==> config.mk <==
export PLATFORM = sky130hd
export DESIGN_NAME = finder_pattern_scanner_flat
export DESIGN_NICKNAME = d
export VERILOG_FILES = /design/src/rtl/finder_pattern_scanner_pkg.sv /design/src/rtl/finder_pattern_scanner_if.sv /design/src/rtl/finder_pattern_scanner_run_ratio_checker.sv /design/src/rtl/finder_pattern_scanner.sv /design/src/flat_wrapper.sv
export SDC_FILE = /design/constraint.sdc
export NUM_CORES = 2
export LEC_CHECK = 0
export BUFFER_PORTS_ARGS = -buffer_cell sky130_fd_sc_hd__buf_2
export CORE_MARGIN = 2
export CORE_UTILIZATION = 23
export DETAILED_ROUTE_END_ITERATION = 7
export GPL_TIMING_DRIVEN = 1
export HOLD_SLACK_MARGIN = 0.05
export MAX_ROUTING_LAYER = met4
export PLACE_DENSITY = 0.38
export SYNTH_ARGS = -nofsm -noshare
export SYNTH_HDL_FRONTEND = slang
export SYNTH_SLANG_ARGS = --single-unit
==> constraint.sdc <==
create_clock -name clk_in -period 9.2 [get_ports clk_in]
set_clock_uncertainty 0.2 [all_clocks]
set_input_delay 0.92 -clock clk_in [delete_from_list [all_inputs] [get_ports clk_in]]
set_output_delay 0.92 -clock clk_in [all_outputs]
set_load 0.01 [all_outputs]
==> src/rtl/finder_pattern_scanner_pkg.sv <==
// finder_pattern_scanner_pkg: frame constants, scanner states, read sideband and ratio helper
package finder_pattern_scanner_pkg;
  localparam int IMG_W = 480;
  localparam int IMG_H = 480;
  localparam int COORD_W = 9;
  localparam logic [15:0] RATIO_UNIT_LO = 16'd1;
  localparam logic [15:0] RATIO_UNIT_HI = 16'd3;
  localparam logic [15:0] RATIO_CTR_LO = 16'd5;
  localparam logic [15:0] RATIO_CTR_HI = 16'd7;
  localparam logic [15:0] RATIO_SCALE = 16'd14;
  typedef enum logic [2:0] {IDLE, H_SCAN, H_DRAIN, V_SCAN, V_DRAIN, DONE} scan_state_e;
  typedef struct packed {
    logic v;
    logic ph;
    logic eol;
    logic [COORD_W-1:0] line;
  } read_meta_t;
  function automatic logic in_band(input logic [15:0] r14, input logic [15:0] t,
                                   input logic [15:0] lo, input logic [15:0] hi);
    return (r14 >= t * lo) && (r14 <= t * hi);
  endfunction
endpackage

==> src/rtl/finder_pattern_scanner_if.sv <==
// finder_pattern_scanner_if: start/frame-buffer/mask bundle between scanner and its environment
interface finder_pattern_scanner_if import finder_pattern_scanner_pkg::*; #(
  parameter int WIDTH = IMG_W,
  parameter int HEIGHT = IMG_H,
  parameter int ADDR_W = 18
) ();
  logic start_scan;
  logic [ADDR_W-1:0] pixel_addr;
  logic pixel_data;
  logic [HEIGHT-1:0] horz_patterns;
  logic [WIDTH-1:0] vert_patterns;
  logic busy;
  logic patterns_valid;
  logic pattern_error;
  modport master (
    input start_scan, pixel_data,
    output pixel_addr, horz_patterns, vert_patterns, busy, patterns_valid, pattern_error
  );
  modport slave (
    output start_scan, pixel_data,
    input pixel_addr, horz_patterns, vert_patterns, busy, patterns_valid, pattern_error
  );
endinterface

==> src/rtl/finder_pattern_scanner_run_ratio_checker.sv <==
// finder_pattern_scanner_run_ratio_checker: per-line run tracker with registered 1:1:3:1:1 match
module finder_pattern_scanner_run_ratio_checker import finder_pattern_scanner_pkg::*; #(
  parameter int RUN_W = 9
) (
  input  logic clk_in,
  input  logic rst_in,
  input  logic pix_i,
  input  logic valid_i,
  input  logic eol_i,
  output logic match_o
);
  localparam logic [RUN_W-1:0] RMAX = '1;
  localparam logic [RUN_W-1:0] ONE = RUN_W'(1);
  logic [4:0][RUN_W-1:0] runs_q, runs_d, w1, win;
  logic [RUN_W-1:0] len_q, len_d, cur_len;
  logic [2:0] cnt_q, cnt_d, c1, c2;
  logic col_q, col_d, cur_col, chg, dark, pass, match_q;
  logic [11:0] t;
  // At end of line a colour change can complete two runs at once: the old run, then the 1-px new one
  always_comb begin
    chg = (len_q != '0) && (pix_i != col_q);
    w1 = chg ? {len_q, runs_q[4:1]} : runs_q;
    c1 = (chg && cnt_q != 3'd5) ? cnt_q + 3'd1 : cnt_q;
    cur_col = (len_q == '0 || chg) ? pix_i : col_q;
    cur_len = (len_q == '0 || chg) ? ONE : (len_q == RMAX ? RMAX : len_q + ONE);
    win = eol_i ? {cur_len, w1[4:1]} : w1;
    c2 = (eol_i && c1 != 3'd5) ? c1 + 3'd1 : c1;
    dark = eol_i ? cur_col : (chg & col_q);
    t = 12'(win[0]) + 12'(win[1]) + 12'(win[2]) + 12'(win[3]) + 12'(win[4]);
    pass = 1'b1;
    for (int i = 0; i < 5; i++)
      pass = pass & (win[i] != RMAX) & ((i == 2)
        ? in_band(16'(win[i]) * RATIO_SCALE, 16'(t), RATIO_CTR_LO, RATIO_CTR_HI)
        : in_band(16'(win[i]) * RATIO_SCALE, 16'(t), RATIO_UNIT_LO, RATIO_UNIT_HI));
    runs_d = !valid_i ? runs_q : (eol_i ? '0 : w1);
    cnt_d = !valid_i ? cnt_q : (eol_i ? 3'd0 : c1);
    len_d = !valid_i ? len_q : (eol_i ? '0 : cur_len);
    col_d = !valid_i ? col_q : cur_col;
  end
  always_ff @(posedge clk_in) begin
    if (!rst_in) begin
      runs_q <= '0;
      cnt_q <= '0;
      len_q <= '0;
      col_q <= 1'b0;
      match_q <= 1'b0;
    end else begin
      runs_q <= runs_d;
      cnt_q <= cnt_d;
      len_q <= len_d;
      col_q <= col_d;
      match_q <= valid_i & dark & (c2 == 3'd5) & pass;
    end
  end
  assign match_o = match_q;
endmodule

==> src/rtl/finder_pattern_scanner.sv <==
// finder_pattern_scanner: row-major then column-major frame sweep producing finder-run line masks
module finder_pattern_scanner import finder_pattern_scanner_pkg::*; #(
  parameter int WIDTH = IMG_W,
  parameter int HEIGHT = IMG_H,
  parameter int ADDR_W = 18,
  parameter int RUN_W = 9,
  parameter int READ_LATENCY = 2
) (
  input logic clk_in,
  input logic rst_in,
  finder_pattern_scanner_if.master bus
);
  scan_state_e state_q, state_d;
  logic [ADDR_W-1:0] addr_q, addr_d;
  logic [COORD_W-1:0] pos_q, pos_d, line_q, line_d, hit_line_q;
  logic [HEIGHT-1:0] hmask_q;
  logic [WIDTH-1:0] vmask_q;
  logic err_q, valid_q, hit_ph_q, match, h, last_pos, last_line, drained;
  read_meta_t meta_q [READ_LATENCY];
  read_meta_t cur_meta;
  // pos counts along the line during scans and doubles as the drain counter
  always_comb begin
    h = state_q == H_SCAN;
    last_pos = pos_q == COORD_W'(h ? WIDTH - 1 : HEIGHT - 1);
    last_line = line_q == COORD_W'(h ? HEIGHT - 1 : WIDTH - 1);
    drained = pos_q == COORD_W'(READ_LATENCY + 1);
    cur_meta.v = h | (state_q == V_SCAN);
    cur_meta.ph = h;
    cur_meta.eol = last_pos;
    cur_meta.line = line_q;
    state_d = state_q;
    addr_d = addr_q;
    pos_d = pos_q + COORD_W'(1);
    line_d = line_q;
    case (state_q)
      IDLE: begin
        pos_d = '0;
        line_d = '0;
        addr_d = '0;
        state_d = bus.start_scan ? H_SCAN : IDLE;
      end
      H_SCAN, V_SCAN: begin
        pos_d = last_pos ? '0 : pos_q + COORD_W'(1);
        line_d = last_pos ? line_q + COORD_W'(1) : line_q;
        addr_d = h ? addr_q + ADDR_W'(1)
                   : (last_pos ? ADDR_W'(line_q) + ADDR_W'(1) : addr_q + ADDR_W'(WIDTH));
        if (last_pos && last_line) begin
          state_d = h ? H_DRAIN : V_DRAIN;
          pos_d = '0;
          line_d = '0;
          addr_d = '0;
        end
      end
      H_DRAIN, V_DRAIN: if (drained) begin
        state_d = (state_q == H_DRAIN) ? V_SCAN : DONE;
        pos_d = '0;
      end
      default: state_d = IDLE;
    endcase
  end
  always_ff @(posedge clk_in) begin
    if (!rst_in) begin
      state_q <= IDLE;
      addr_q <= '0;
      pos_q <= '0;
      line_q <= '0;
      hmask_q <= '0;
      vmask_q <= '0;
      err_q <= 1'b0;
      valid_q <= 1'b0;
      hit_line_q <= '0;
      hit_ph_q <= 1'b0;
      for (int i = 0; i < READ_LATENCY; i++) meta_q[i] <= '0;
    end else begin
      state_q <= state_d;
      addr_q <= addr_d;
      pos_q <= pos_d;
      line_q <= line_d;
      meta_q[0] <= cur_meta;
      for (int i = 1; i < READ_LATENCY; i++) meta_q[i] <= meta_q[i-1];
      hit_line_q <= meta_q[READ_LATENCY-1].line;
      hit_ph_q <= meta_q[READ_LATENCY-1].ph;
      valid_q <= state_q == DONE;
      if (state_q == DONE) err_q <= (hmask_q == '0) || (vmask_q == '0);
      if (state_q == IDLE && bus.start_scan) begin
        hmask_q <= '0;
        vmask_q <= '0;
        err_q <= 1'b0;
      end else if (match && hit_ph_q) hmask_q <= hmask_q | (HEIGHT'(1) << hit_line_q);
      else if (match) vmask_q <= vmask_q | (WIDTH'(1) << hit_line_q);
    end
  end
  finder_pattern_scanner_run_ratio_checker #(.RUN_W(RUN_W)) u_chk (
    .clk_in (clk_in),
    .rst_in (rst_in),
    .pix_i  (bus.pixel_data),
    .valid_i(meta_q[READ_LATENCY-1].v),
    .eol_i  (meta_q[READ_LATENCY-1].eol),
    .match_o(match)
  );
  assign bus.pixel_addr = addr_q;
  assign bus.horz_patterns = hmask_q;
  assign bus.vert_patterns = vmask_q;
  assign bus.busy = state_q != IDLE;
  assign bus.patterns_valid = valid_q;
  assign bus.pattern_error = err_q;
endmodule

==> src/flat_wrapper.sv <==
// flat-port wrapper written by rule: the top's interface ports become plain ports
module finder_pattern_scanner_flat import finder_pattern_scanner_pkg::*;
#(
  parameter int WIDTH = IMG_W,
  parameter int HEIGHT = IMG_H,
  parameter int ADDR_W = 18,
  parameter int RUN_W = 9,
  parameter int READ_LATENCY = 2
)
  (clk_in, rst_in, bus_start_scan, bus_pixel_data, bus_pixel_addr, bus_horz_patterns, bus_vert_patterns, bus_busy, bus_patterns_valid, bus_pattern_error);
  finder_pattern_scanner_if #(.WIDTH(WIDTH), .HEIGHT(HEIGHT), .ADDR_W(ADDR_W)) bus_i ();
  input logic clk_in;
  input logic rst_in;
  input wire logic [$bits(bus_i.start_scan)-1:0] bus_start_scan;
  input wire logic [$bits(bus_i.pixel_data)-1:0] bus_pixel_data;
  output wire logic [$bits(bus_i.pixel_addr)-1:0] bus_pixel_addr;
  output wire logic [$bits(bus_i.horz_patterns)-1:0] bus_horz_patterns;
  output wire logic [$bits(bus_i.vert_patterns)-1:0] bus_vert_patterns;
  output wire logic [$bits(bus_i.busy)-1:0] bus_busy;
  output wire logic [$bits(bus_i.patterns_valid)-1:0] bus_patterns_valid;
  output wire logic [$bits(bus_i.pattern_error)-1:0] bus_pattern_error;
  assign bus_i.start_scan = bus_start_scan;
  assign bus_i.pixel_data = bus_pixel_data;
  assign bus_pixel_addr = bus_i.pixel_addr;
  assign bus_horz_patterns = bus_i.horz_patterns;
  assign bus_vert_patterns = bus_i.vert_patterns;
  assign bus_busy = bus_i.busy;
  assign bus_patterns_valid = bus_i.patterns_valid;
  assign bus_pattern_error = bus_i.pattern_error;
  finder_pattern_scanner #(.WIDTH(WIDTH), .HEIGHT(HEIGHT), .ADDR_W(ADDR_W), .RUN_W(RUN_W), .READ_LATENCY(READ_LATENCY)) u_core (.clk_in(clk_in), .rst_in(rst_in), .bus(bus_i));
endmodule
## After elaboration in Yosys (flattened, before gate mapping)

Memory sizes are Yosys's and may differ from the RTL's.
Cells that the tools add are included.

- Register bits after elaboration: 1070
- RAM bits: 24
- Bits of input ports: 4
- Output and inout bits: 981
- Memories kept: 1

Memories:

| name | words | width | read ports | clocked after memory_dff | wr ports | RTL line | RTL |
|---|---|---|---|---|---|---|---|
| u_core.meta_q | 2 | 12 | 2 | 0 | 2 | finder_pattern_scanner.sv:19 | `read_meta_t meta_q [READ_LATENCY];` |

- Add/subtract/negate cells: 12
- $mul: 8
- Order comparisons: 10
- Equal/unequal tests: 21
- Shift-type cells: 1
- Muxes and demuxes: 32
- Bitwise operators: 20
- Reductions and logical operators: 26

Operators by type and width:

| kind | number |
|---|---|
| logical NOT 480 bit | 2 |
| bitwise OR 480 bit | 2 |
| << shifter 1 x 9 -> 480 bit (first input constant) | 1 |
| 2-to-1 mux 45 bit | 3 |
| 2-to-1 mux 9 bit | 8 |
| multiplier 9 x 3 -> 12 bit (second input constant) | 5 |
| less-or-equal comparator 13 x 14 -> 1 bit | 4 |
| 2-to-1 mux 18 bit | 3 |
| >= comparator 13 x 12 -> 1 bit | 4 |
| != test 9 bit (second input constant) | 5 |
| case mux 18 bit (2 select lines) | 1 |
| multiplier 12 x 3 -> 15 bit (second input constant) | 2 |
| adder 9 x 1 -> 9 bit (second input constant) | 3 |
| equality test 9 bit (second input constant) | 3 |
| case mux 9 bit (3 select lines) | 1 |
| 2-to-1 mux 12 bit | 2 |
| 2-to-1 mux 3 bit | 7 |
| adder 18 x 1 -> 18 bit (second input constant) | 1 |
| adder 18 x 9 -> 18 bit (second input constant) | 1 |
| case mux 9 bit (2 select lines) | 1 |
| >= comparator 13 x 15 -> 1 bit | 1 |
| less-or-equal comparator 13 x 15 -> 1 bit | 1 |
| multiplier 12 x 2 -> 14 bit (second input constant) | 1 |
| bitwise AND 1 bit | 13 |
| other kinds (27) | 55 |

## Logic depth before layout (Yosys ltp)

- Word-level depth: 22
- Gate-level depth with buffers: 39

## Cells and area by module

From an unflattened synthesis, not the netlist that was laid out.

- Cells, all modules: 5415
- Area total of the unflattened synthesis: 46709.8 um^2

By module, submodules not included:

| module | times used | cells an instance | area an instance (um^2) | sequential area each (um^2) |
|---|---|---|---|---|
| finder_pattern_scanner | 1 | 4023 | 34810.9 | 20719.9 |
| finder_pattern_scanner_run_ratio_checker | 1 | 1392 | 11898.9 | 1181.1 |

## Worst setup path before layout

No wires, ideal clock.

- Kind: input port to flip-flop
- Start: in bus_pixel_data
- End: reg u_core.u_chk.match_q (netlist: u_core.u_chk.match_o)
- Data arrival time: 8.786 ns
- Required time: 8.941 ns
- Setup slack: 0.155 ns
- Stages on the path: 32
- Cell sequence: xnor2_1 a21oi_4 xnor2_2 clkbuf_1 o22a_1 o21a_1 inv_1 fa_1 inv_1 fa_1 fa_1 ha_1 fa_1 xor2_1 inv_1 fa_1 inv_1 fa_1 a211oi_1 nor2_1 nor3_1 o21bai_1 a21oi_1 xnor2_1 ha_1 a2111oi_0 nand2b_1 o21ai_0 a211oi_1 a221o_1 nor4_2 o311a_1

- Cells in the longest elaborated chain, start to end: 21
- Elaborated cells on any way between the ends: 60

Ends and longest elaborated chain:

| what | RTL line | RTL |
|---|---|---|
| start: declaration | flat_wrapper.sv:15 | `input wire logic [$bits(bus_i.pixel_data)-1:0] bus_pixel_data;` |
| != test 1 bit | finder_pattern_scanner_run_ratio_checker.sv:21 | `chg = (len_q != '0) && (pix_i != col_q);` |
| logical AND 1 bit | finder_pattern_scanner_run_ratio_checker.sv:21 |  |
| 2-to-1 mux 45 bit | finder_pattern_scanner_run_ratio_checker.sv:22 | `w1 = chg ? {len_q, runs_q[4:1]} : runs_q;` |
| 2-to-1 mux 45 bit | finder_pattern_scanner_run_ratio_checker.sv:26 | `win = eol_i ? {cur_len, w1[4:1]} : w1;` |
| adder 9 x 9 -> 10 bit | finder_pattern_scanner_run_ratio_checker.sv:29 | `t = 12'(win[0]) + 12'(win[1]) + 12'(win[2]) + 12'(win[3]) + 12'(win[4]);` |
| adder 10 x 9 -> 11 bit | finder_pattern_scanner_run_ratio_checker.sv:29 |  |
| adder 11 x 9 -> 12 bit | finder_pattern_scanner_run_ratio_checker.sv:29 |  |
| adder 12 x 9 -> 12 bit | finder_pattern_scanner_run_ratio_checker.sv:29 |  |
| multiplier 12 x 2 -> 14 bit | finder_pattern_scanner_pkg.sv:20 | `return (r14 >= t * lo) && (r14 <= t * hi);` |
| less-or-equal comparator 13 x 14 -> 1 bit | finder_pattern_scanner_pkg.sv:20 |  |
| logical AND 1 bit | finder_pattern_scanner_pkg.sv:20 |  |
| bitwise AND 1 bit (9 in a row) | finder_pattern_scanner_run_ratio_checker.sv:32 | `pass = pass & (win[i] != RMAX) & ((i == 2)` |
| bitwise AND 1 bit * | finder_pattern_scanner_run_ratio_checker.sv:52 | `match_q <= valid_i & dark & (c2 == 3'd5) & pass;` |
| end signal: assignment | finder_pattern_scanner_run_ratio_checker.sv:52 |  |
| end: declaration | finder_pattern_scanner_run_ratio_checker.sv:17 | `logic col_q, col_d, cur_col, chg, dark, pass, match_q;` |

Every way passes the cells marked *; elsewhere a longest branch is shown, timed or not.
A chain may end at the register's enable or synchronous reset.

## Worst setup path after layout

- Start: reg u_core.u_chk.len_q[0]
- End: reg u_core.u_chk.match_q (netlist: u_core.u_chk.match_o)

- Cells in the longest elaborated chain, start to end: 21
- Elaborated cells on any way between the ends: 64

Ends and longest elaborated chain:

| what | RTL line | RTL |
|---|---|---|
| start: declaration | finder_pattern_scanner_run_ratio_checker.sv:15 | `logic [RUN_W-1:0] len_q, len_d, cur_len;` |
| start signal: assignment | finder_pattern_scanner_run_ratio_checker.sv:50 | `len_q <= len_d;` |
| nonzero test 9 bit | finder_pattern_scanner_run_ratio_checker.sv:21 |  |
| logical AND 1 bit | finder_pattern_scanner_run_ratio_checker.sv:21 |  |
| 2-to-1 mux 45 bit | finder_pattern_scanner_run_ratio_checker.sv:22 |  |
| 2-to-1 mux 45 bit | finder_pattern_scanner_run_ratio_checker.sv:26 |  |
| adder 9 x 9 -> 10 bit | finder_pattern_scanner_run_ratio_checker.sv:29 |  |
| adder 10 x 9 -> 11 bit | finder_pattern_scanner_run_ratio_checker.sv:29 |  |
| adder 11 x 9 -> 12 bit | finder_pattern_scanner_run_ratio_checker.sv:29 |  |
| adder 12 x 9 -> 12 bit | finder_pattern_scanner_run_ratio_checker.sv:29 |  |
| multiplier 12 x 2 -> 14 bit | finder_pattern_scanner_pkg.sv:20 |  |
| less-or-equal comparator 13 x 14 -> 1 bit | finder_pattern_scanner_pkg.sv:20 |  |
| logical AND 1 bit | finder_pattern_scanner_pkg.sv:20 |  |
| bitwise AND 1 bit (9 in a row) | finder_pattern_scanner_run_ratio_checker.sv:32 |  |
| bitwise AND 1 bit * | finder_pattern_scanner_run_ratio_checker.sv:52 |  |

Marked as above.

==> impl_metrics.csv <==
group,metric,value,unit
place,io_buffers,984,
sta,fin_crit,8.76,ns
route,num_vias,46200,
synthesis,synth_top_area_cell,"dfxtp_1",
synthesis,ys_types,88,
global_routing,grt_pass1_wl,362000,um
synthesis,synthAdderAreaFrac,9.90,%
route,viasPerCell,5.01,
synthesis,ys_top_cells_by_area,"dfxtp_1, a21oi_1, nor2_1",
floorplanning,rows,164,
global_routing,grt.total_usage,25.8,%
synthesis,synth_top_family_by_area,"simple AND/OR/NAND/NOR gates",
synthesis,avgSynthCellArea,8.60,um^2
critical_path,path_max_fanout,8,
clocking,clock-sinks,1094,
route,final_antenna_net_count,0,
clocking,clk_pin_slew,0.07,ns
synthesis,async_flop_share,0,%
critical_path,start_kind,"flop",
clocking,cts_tree,"done",
critical_path,crit_buf_inv,4,
sta,fmax,114,MHz
synthesis,synth_compound_area_share,18.0,%
clocking,htreeDepth,4,
synthesis,synth_common_cells,"nor2_1, dfxtp_1, a21oi_1, clkbuf_1, nor4_1",
floorplanning,die_w,453,um
critical_path,cp.required,9.75,ns
global_routing,grt_max_degree,199,
synthesis,yosysSeqAreaShare,47.2,%
floorplanning,initial_core_util,23.2,%
place,gp_congestion,0.935,
finish,nets,6779,
run,cap_violations,2,
sta,post-route-period-util,95.2,%
synthesis,synth_edf_count,0,
pwr,peakVddDrop,0.195,mV
clocking,cts_buffers,137,
critical_path,critical-path-top-delay-family,"adder cells",
synthesis,yosysMostFrequentCell,"nor2_1",
floorplanning,core-area,200000,um^2
pwr,powerDensity,187,nW/um^2
synthesis,ys_ff_latch,1094,
route,wire_per_inst,29.2,um
critical_path,crit_type,"flop to flop",
route,drtPass1Iterations,5,
route,drt-initial-drc-count,4518,
global_routing,globalRouteOverflowTotal,0,
finish,nFillCells,21600,
synthesis,syn-cell-area,46400,um^2
place,dp_hpwl,207000,um
synthesis,synthMuxAreaShare,0.288,%
sta,hold_violations,0,
critical_path,crit_slowest_cell,"or4b_4",
synthesis,synth_simple_gate_area_share,18.9,%
synthesis,syn_nets,5718,
synthesis,synthCells,5397,
global_routing,antenna_found_initial,15,
floorplanning,dieArea,205000,um^2
critical_path,cp-end-kind,"flop",
critical_path,arrival,9.31,ns
critical_path,crit_top_cell,"ha_1",
synthesis,yosys.area.top_type_share,47.2,%
status,status,"finished, violations left",
finish,area_growth,30.2,%
clocking,root_buffer,"clkbuf_16",
critical_path,cpPeakStageDelay,0.54,ns
route,drc,0,
floorplanning,io_pins,985,
clocking,cts.path.max_buffers,3,
sta,holdWs,0.236,ns
sta,maxSlewViolCount,3,
clocking,cts_hold_buf,0,
route,postRouteWirelength,270000,um
sta,setup_viol,0,
clocking,clk_latency,0.80,ns
sta,max_slew.worst_pin.slew,1.50,ns
finish,drive_gt1_share,23.6,%
hold_path,hp-class,"flop to flop",
sta,relSlewSlack,-1.01,%
synthesis,synth_flop_cell,"dfxtp_1",
pwr,leakage,0.0268,uW
sta,fin_tns_setup,0,ns
status,violations,"capacitance limit, slew limit",
synthesis,yosys_warnings,0,
synthesis,synth-xor-area-share,2.06,%
floorplanning,die_h,453,um
global_routing,grt_pass1_vias,42600,
[timing repair]
item	4_1_cts	5_1_grt
gates resized for setup	0	30
setup endpoints to repair	0	1
buffers inserted	0	4
[worst paths after layout]
path,start,endpoint,slack [ns],cells after the start
min,u_core.meta_q[0][11],u_core.meta_q[0][23],0.24,1
max reg2reg,u_core.u_chk.len_q[0],u_core.u_chk.match_o,0.44,33
min reg2reg,u_core.meta_q[0][11],u_core.meta_q[0][23],0.24,1
max,u_core.u_chk.len_q[0],u_core.u_chk.match_o,0.44,33
[per-stage QoR]
stage | cells | util [%] | total power (uW) | instance area, um^2 | setup WS [ns]
2_1_floorplan | 5397 | - | 5430 | 46400 | 0.155
6_report | 9223 | 30.2 | 11300 | 60400 | 0.441
3_5_place_dp | 8971 | 27.8 | 5710 | 55600 | -0.133
4_1_cts | 9211 | 30.1 | 11400 | 60300 | 0.0338
5_1_grt | 9219 | 30.2 | 11700 | 60400 | -0.0145
3_3_place_gp | 8971 | 27.8 | 5710 | 55600 | 0.200
[per-layer routing]
metal	track usage, %	up-vias	share of wire [%]
met3	4.51	364	6.2
li1	-	21000	-
met1	33.5	23000	44
met4	10.4	0	4.4
met2	39.6	1751	45
met5	-	-	0
[cell usage in the layout (no fill, tap or decap), types with 57 or more instances in the layout]
cell          n
a21oi_1    1075
buf_2       984
buf_4       225
clkbuf_16   141
dfxtp_1    1094
fa_1         80
ha_1        237
inv_1       146
nand2_1      98
nand4_1      83
nor2_1     1169
nor2b_1      57
nor4_1      243
o21ai_0     109
xnor2_1      62
[flip-flops by register name, indices dropped and copies added, names as in the netlist]
name and flops:
u_core.bus.horz_patterns 480, u_core.bus.vert_patterns 480, u_core.u_chk.runs_q 45, u_core.meta_q 24, u_core.bus.pixel_addr 18, u_core.hit_line_q 9
u_core.line_q 9, u_core.pos_q 9, u_core.u_chk.len_q 9, u_core.state_q 3, u_core.u_chk.cnt_q 3, u_core.bus.pattern_error 1
u_core.bus.patterns_valid 1, u_core.hit_ph_q 1, u_core.u_chk.col_q 1, u_core.u_chk.match_o 1
[report_power, final]
part	internal, uW	leakage, uW	switching [uW]
combinational	319	0.0157	553
sequential	4740	0.00881	11.3
clock	3370	0.00228	2290
[final cells by class]
cell class                      instances  area [um^2]  share of cell area [%]
Tap cell                             2656         3320                    5.50
Clock buffer                          203         4050                    6.70
Multi-Input combinational cell       3860        23200                    38.4
Timing Repair Buffer                 1216         6740                    11.2
Clock inverter                         37          614                    1.02
Sequential cell                      1094        21900                    36.2
Antenna cell                            8         20.0                  0.0331
Inverter                              149          559                   0.925
[kinds of logic after synthesis]
group                      Yosys count
AOI/OAI and AO/OA                 1483
DFF                               1094
and+or+nand+nor                   1938
adders and majority gates          320
xor gates and xnor gates           106
buffers and inverters              443
muxes                               13
Power figures use the tool's default switching activity.
